**config.mk**
```make
export PLATFORM = sky130hd
export DESIGN_NAME = image_receiver
export DESIGN_NICKNAME = d
export VERILOG_FILES = /design/src/rtl/image_receiver.sv
export SDC_FILE = /design/constraint.sdc
export NUM_CORES = 1
export LEC_CHECK = 0
export BUFFER_PORTS_ARGS = -buffer_cell sky130_fd_sc_hd__buf_2
export CORE_MARGIN = 2
export CORE_UTILIZATION = 25
export DETAILED_ROUTE_END_ITERATION = 10
export GPL_TIMING_DRIVEN = 1
export HOLD_SLACK_MARGIN = 0.1
export PLACE_DENSITY = 0.47
export SLEW_MARGIN = 20
export SYNTH_ARGS = -nofsm -noshare
export SYNTH_HDL_FRONTEND = slang
export SYNTH_SLANG_ARGS = --single-unit
export TNS_END_PERCENT = 50
```
**constraint.sdc**
```tcl
create_clock -name i_clk -period 5.65 [get_ports i_clk]
set_input_delay 1.695 -clock i_clk [delete_from_list [all_inputs] [get_ports i_clk]]
set_output_delay 1.695 -clock i_clk [all_outputs]
set_load 0.01 [all_outputs]
```
**src/rtl/image_receiver.sv**
```systemverilog
// image_receiver: UART (8N1) receive end of the image link.
// Deserialises bytes from a GPIO pin, pairs them into 12-bit pixels
// (high byte first), waits for the frame start marker and then streams
// NUM_PIXELS pixels into a frame-buffer write port.
//
// Handshake: there is no back-pressure. o_wr_en is a one-cycle strobe;
// o_wr_addr/o_wr_data are valid in that cycle and hold otherwise. The
// sink must accept a write in every cycle that o_wr_en is high.
//
// o_dbg_state = {frame_state, pixel_phase, rx_state[1:0]} for checkers.
module image_receiver #(
   parameter int          CLKS_PER_BIT = 434,
   parameter int          NUM_PIXELS   = 76800,
   parameter logic [11:0] START_PIXEL  = 12'h00A,
   parameter int          ADDR_W       = 17
) (
   input  logic              i_clk,
   input  logic              i_rst,
   input  logic              i_uart_in,
   output logic              o_wr_en,
   output logic [ADDR_W-1:0] o_wr_addr,
   output logic [11:0]       o_wr_data,
   output logic              o_frame_active,
   output logic              o_frame_done,
   output logic              o_frame_err,
   output logic [7:0]        o_err_count,
   output logic [3:0]        o_dbg_state
);

   localparam int                CNT_W     = $clog2(CLKS_PER_BIT);
   localparam logic [CNT_W-1:0]  BIT_LAST  = CNT_W'(CLKS_PER_BIT - 1);
   localparam logic [CNT_W-1:0]  HALF_LAST = CNT_W'(CLKS_PER_BIT / 2 - 1);
   localparam logic [ADDR_W-1:0] ADDR_LAST = ADDR_W'(NUM_PIXELS - 1);

   typedef enum logic [1:0] {RX_IDLE, RX_START, RX_DATA, RX_STOP} rx_state_t;
   typedef enum logic {PH_HIGH, PH_LOW} phase_t;
   typedef enum logic {FR_WAIT_SYNC, FR_RECEIVE} frame_state_t;

   // Synchroniser
   logic r_sync1;
   logic r_sync2;
   logic w_rx;

   // Byte receiver
   rx_state_t        r_rx_state;
   logic [CNT_W-1:0] r_bit_cnt;
   logic [2:0]       r_bit_idx;
   logic [7:0]       r_shift;
   logic             w_stop_tick;
   logic             w_byte_valid;
   logic             w_byte_err;

   // Pixel assembler
   phase_t      r_phase;
   logic [3:0]  r_hi_nib;
   logic        w_pix_valid;
   logic [11:0] w_pixel;
   logic        w_proto_err;

   // Frame tracker
   frame_state_t      r_frame_state;
   logic [ADDR_W-1:0] r_addr_cnt;
   logic              r_done_pend;
   logic              r_wr_en;
   logic [ADDR_W-1:0] r_wr_addr;
   logic [11:0]       r_wr_data;
   logic              r_frame_active;
   logic              r_frame_done;
   logic              r_frame_err;
   logic [7:0]        r_err_count;

   // Two-flop synchroniser on the asynchronous serial line (idle high).
   always_ff @(posedge i_clk) begin
      if (i_rst) begin
         r_sync1 <= 1'b1;
         r_sync2 <= 1'b1;
      end else begin
         r_sync1 <= i_uart_in;
         r_sync2 <= r_sync1;
      end
   end

   assign w_rx = r_sync2;

   // The byte strobes are decoded from the stop-bit sample point rather than
   // registered, so the pixel write lands exactly one cycle after that sample.
   assign w_stop_tick  = (r_rx_state == RX_STOP) && (r_bit_cnt == BIT_LAST);
   assign w_byte_valid = w_stop_tick && w_rx;
   assign w_byte_err   = w_stop_tick && !w_rx;

   // RX FSM: start-bit qualification at half a bit, then one sample per bit.
   always_ff @(posedge i_clk) begin
      if (i_rst) begin
         r_rx_state <= RX_IDLE;
         r_bit_cnt  <= '0;
         r_bit_idx  <= '0;
         r_shift    <= '0;
      end else begin
         case (r_rx_state)
            RX_IDLE: begin
               r_bit_cnt <= '0;
               if (!w_rx) r_rx_state <= RX_START;
            end
            RX_START: begin
               if (r_bit_cnt == HALF_LAST) begin
                  r_bit_cnt  <= '0;
                  r_bit_idx  <= '0;
                  // A line already back high is a glitch, not a start bit.
                  r_rx_state <= w_rx ? RX_IDLE : RX_DATA;
               end else begin
                  r_bit_cnt <= r_bit_cnt + 1'b1;
               end
            end
            RX_DATA: begin
               if (r_bit_cnt == BIT_LAST) begin
                  r_bit_cnt <= '0;
                  r_shift   <= {w_rx, r_shift[7:1]};
                  r_bit_idx <= r_bit_idx + 1'b1;
                  if (r_bit_idx == 3'd7) r_rx_state <= RX_STOP;
               end else begin
                  r_bit_cnt <= r_bit_cnt + 1'b1;
               end
            end
            RX_STOP: begin
               if (r_bit_cnt == BIT_LAST) begin
                  // Back to IDLE immediately so a back-to-back start is seen.
                  r_bit_cnt  <= '0;
                  r_rx_state <= RX_IDLE;
               end else begin
                  r_bit_cnt <= r_bit_cnt + 1'b1;
               end
            end
            default: r_rx_state <= RX_IDLE;
         endcase
      end
   end

   assign w_pix_valid = w_byte_valid && (r_phase == PH_LOW);
   assign w_pixel     = {r_hi_nib, r_shift};
   assign w_proto_err = w_byte_err ||
                        (w_byte_valid && (r_phase == PH_HIGH) && (r_shift[7:4] != 4'h0));

   // Pixel assembler: a high byte must carry a zero upper nibble; anything
   // else keeps us in HIGH so the stream resynchronises on the next byte.
   always_ff @(posedge i_clk) begin
      if (i_rst) begin
         r_phase  <= PH_HIGH;
         r_hi_nib <= '0;
      end else if (w_byte_err) begin
         r_phase <= PH_HIGH;
      end else if (w_byte_valid) begin
         if (r_phase == PH_HIGH) begin
            if (r_shift[7:4] == 4'h0) begin
               r_hi_nib <= r_shift[3:0];
               r_phase  <= PH_LOW;
            end
         end else begin
            r_phase <= PH_HIGH;
         end
      end
   end

   // Frame FSM: marker detection, sequential writes, completion and abort.
   always_ff @(posedge i_clk) begin
      if (i_rst) begin
         r_frame_state  <= FR_WAIT_SYNC;
         r_addr_cnt     <= '0;
         r_done_pend    <= 1'b0;
         r_wr_en        <= 1'b0;
         r_wr_addr      <= '0;
         r_wr_data      <= '0;
         r_frame_active <= 1'b0;
         r_frame_done   <= 1'b0;
         r_frame_err    <= 1'b0;
         r_err_count    <= '0;
      end else begin
         r_wr_en      <= 1'b0;
         r_frame_done <= 1'b0;
         r_frame_err  <= 1'b0;
         if (w_proto_err) begin
            // Abort without frame_done; pixels already written stay written.
            r_frame_err    <= 1'b1;
            if (r_err_count != 8'hFF) r_err_count <= r_err_count + 8'd1;
            r_frame_state  <= FR_WAIT_SYNC;
            r_frame_active <= 1'b0;
            r_done_pend    <= 1'b0;
         end else if (r_done_pend) begin
            // Cycle after the final write: close the frame.
            r_done_pend    <= 1'b0;
            r_frame_done   <= 1'b1;
            r_frame_active <= 1'b0;
            r_frame_state  <= FR_WAIT_SYNC;
         end else if (w_pix_valid) begin
            case (r_frame_state)
               FR_WAIT_SYNC: begin
                  if (w_pixel == START_PIXEL) begin
                     r_frame_state  <= FR_RECEIVE;
                     r_addr_cnt     <= '0;
                     r_frame_active <= 1'b1;
                  end
               end
               FR_RECEIVE: begin
                  r_wr_en   <= 1'b1;
                  r_wr_addr <= r_addr_cnt;
                  r_wr_data <= w_pixel;
                  // The counter stops at the last address instead of wrapping.
                  if (r_addr_cnt == ADDR_LAST) r_done_pend <= 1'b1;
                  else                         r_addr_cnt  <= r_addr_cnt + 1'b1;
               end
               default: r_frame_state <= FR_WAIT_SYNC;
            endcase
         end
      end
   end

   assign o_wr_en        = r_wr_en;
   assign o_wr_addr      = r_wr_addr;
   assign o_wr_data      = r_wr_data;
   assign o_frame_active = r_frame_active;
   assign o_frame_done   = r_frame_done;
   assign o_frame_err    = r_frame_err;
   assign o_err_count    = r_err_count;
   assign o_dbg_state    = {r_frame_state, r_phase, r_rx_state};

endmodule

```
==> summary.txt <==
Run status = complete, no violations
RD Place Congestion = 0.786
# rows = 46
GR Overflow Total = 0
Element type at the critical path start = flip-flop
Routed wire length = 9830 µm
DRC Markers = 0
CP max stage delay = 0.54 ns
Vias in the first global route = 3200
Crit. End Element = primary output
VDD IR-drop max = 0.000134 V
CTS max path bufs = 2
Clock transition at path regs = 0.06 ns
Slowest stage cell on the critical path = dfxtp_1
Post-synth top flop = dfxtp_1
WL per Instance = 13.7 µm
Seq cells post-synth = 89
Initial antenna violation count = 0
Crit Path Max Fanout = 11
DRT Pass-1 Iters = 4
Layout cells sized above 1 = 15.9%
Routed Antenna Nets = 0
Drt first-iter violations = 119
Crit path buf inv count = 1
CP Data Required Time = 3.95 ns
Asr flop ratio synth = 0%
Global-route wire length before repair = 16400 µm
Final Skew = 0.00635 ns
Register area share after synthesis = 44.7%
CTS root buffer = clkbuf_16
Max Transition Viols Final = 0
Detailed Place HPWL = 6760 µm
Most frequent cells in the layout = 89 x dfxtp_1, 73 x nand2_1, 53 x a21oi_1, 47 x buf_2, 42 x nor2_1
Fmax = 359 MHz
Starting Density = 25.3%
Leak pwr = 0.00170 µW
Maxcap violations = 0
Synth top area cells = dfxtp_1 45%, nand2_1 6.9%, a21oi_1 6.7%
Vias/cell = 4.74
Antenna Cells = 0
Syn avg cell area = 8.53 µm²
Die Y = 130 µm
Commonest non-fill, non-tap cell in the layout = dfxtp_1
Relative slew slack = 31.2%
Delay-heaviest family, CP = flip-flops
Final setup fails = 0
Hold Buf Count CTS = 0
Post-CTS Setup Inserts = 0
Hold Vio Cnt, Final = 0
Critical path class = reg2out
Ys Warns = 0
Synth area leader = dfxtp_1
Slew of the pin with the lowest slew margin = 1.03 ns
Final Net Count = 509
GRT Total Usage = 12.2%
Largest net degree at the start of global routing = 81
Vias = 3411
Cell Chain, Critical Path = buf_2
Final instance area = 4660 µm²
Crit path time final = 2.79 ns
FF-to-FF Start = r_bit_cnt[0]
HP Class = reg2reg
Clock sinks = 89
Worst-Skew Late Latency = 0.34 ns
Syn_nets = 477
TNS Setup = 0 ns
HP Start = r_sync1
Yosys cell types = 56
Pwr Density = 260 nW/µm²
Mapped Cells = 467
CTS HTree Levels = 3
Die ar. = 17000 µm²
Post-synth EDFFs = 0
Mapped Area = 3980 µm²
Input/output buffers = 47
Post-CTS Resized = 0
TritonCTS clock tree = done
Area of the core = 15700 µm²
IO Pins = 48
Yosys top cell area share = 44.7%
Worst EP arrival = 1.09 ns
Die width = 130 µm
Fin crit share = 49.3%
RSZ-0062 raised after global routing = no
Synthesis-to-layout area growth = 17.0%
TritonCTS Buffers = 9
DP Area = 4390 µm²
-- state kept, by name, summed over array words and instances (netlist names), 3 cells and up, named ones only --
name	flops
r_addr_cnt	17
o_err_count	8
r_shift	8
r_hi_nib	4
r_bit_cnt	9
r_bit_idx	3
o_wr_addr	17
o_wr_data	12
-- final timing paths --
check                                       to  slack [ns]  depth (start not counted)
worst min register to register         r_sync2        0.41                          1
worst max register to register   o_wr_addr[13]        3.07                          6
worst max-delay path            o_dbg_state[1]        2.86                          1
worst min-delay path                   r_sync2        0.41                          1
-- metal layers --
layer | share of wire [%] | vias up | track usage, %
li1 | - | 1710 | -
met1 | 48 | 1624 | 15.8
met2 | 46 | 65 | 19.7
met3 | 4.7 | 12 | 3.69
met4 | 1.3 | 0 | 3.61
met5 | 0 | - | 0
-- synthesized netlist by cell type (2+ instances only) --
library cell,count
o21ai_0,13
nand4_1,13
nor4bb_1,2
nand2_1,73
nand3_1,16
xnor2_1,3
dfxtp_1,89
a21oi_1,53
or2_2,3
o31a_1,2
buf_4,2
nor2_1,42
or3_1,5
buf_2,7
and4_1,3
and2_1,5
inv_1,7
clkbuf_1,20
and3_1,3
nand4b_1,3
nand3b_1,2
mux2i_1,14
nand2b_1,5
or4_1,4
nor2b_1,7
a31oi_1,2
nor3b_1,2
nor3_1,7
or4bb_1,2
xor2_1,5
o21ai_1,9
o21a_1,6
o31ai_1,9
ha_1,7
-- per-stage QoR --
stage / worst slack, ns / utilization, % / power (µW) / hold WS (ns) / cells
final: 2.86 / 29.7 / 1210 / 0.408 / 720
after CTS: 2.85 / 29.7 / 1230 / 0.411 / 720
after global placement: 2.65 / 27.9 / 665 / 0.395 / 704
after detailed placement: 2.62 / 27.9 / 665 / 0.396 / 704
after floorplan: 2.91 / - / 660 / 0.389 / 467
after global routing: 2.78 / 29.7 / 1250 / 0.423 / 720
-- logic make-up after synthesis --
family | count (synthesis) | share of synthesized area (%)
and+or+nand+nor | 213 | 29.4
xor gates and xnor gates | 8 | 1.76
DFF | 89 | 44.7
muxes | 14 | 3.52
buffers and inverters | 36 | 3.80
AOI/OAI and AO/OA | 100 | 14.5
adders and majority gates | 7 | 2.20
-- power breakdown --
group          total (µW)  switching (µW)  internal, µW
clock                 559             249           310
combinational        20.0            14.7          5.29
sequential            631            2.22           629
total                1210             265           944
-- layout make-up --
class | instances | area [µm²]
multi-input combinational | 342 | 2050
clock inverter | 4 | 28.8
timing repair buffer | 50 | 258
inverter | 7 | 26.3
clock buffer | 12 | 246
tap | 216 | 270
sequential | 89 | 1780
fill | 1677 | 11100
(Power assumes the default switching activity.)
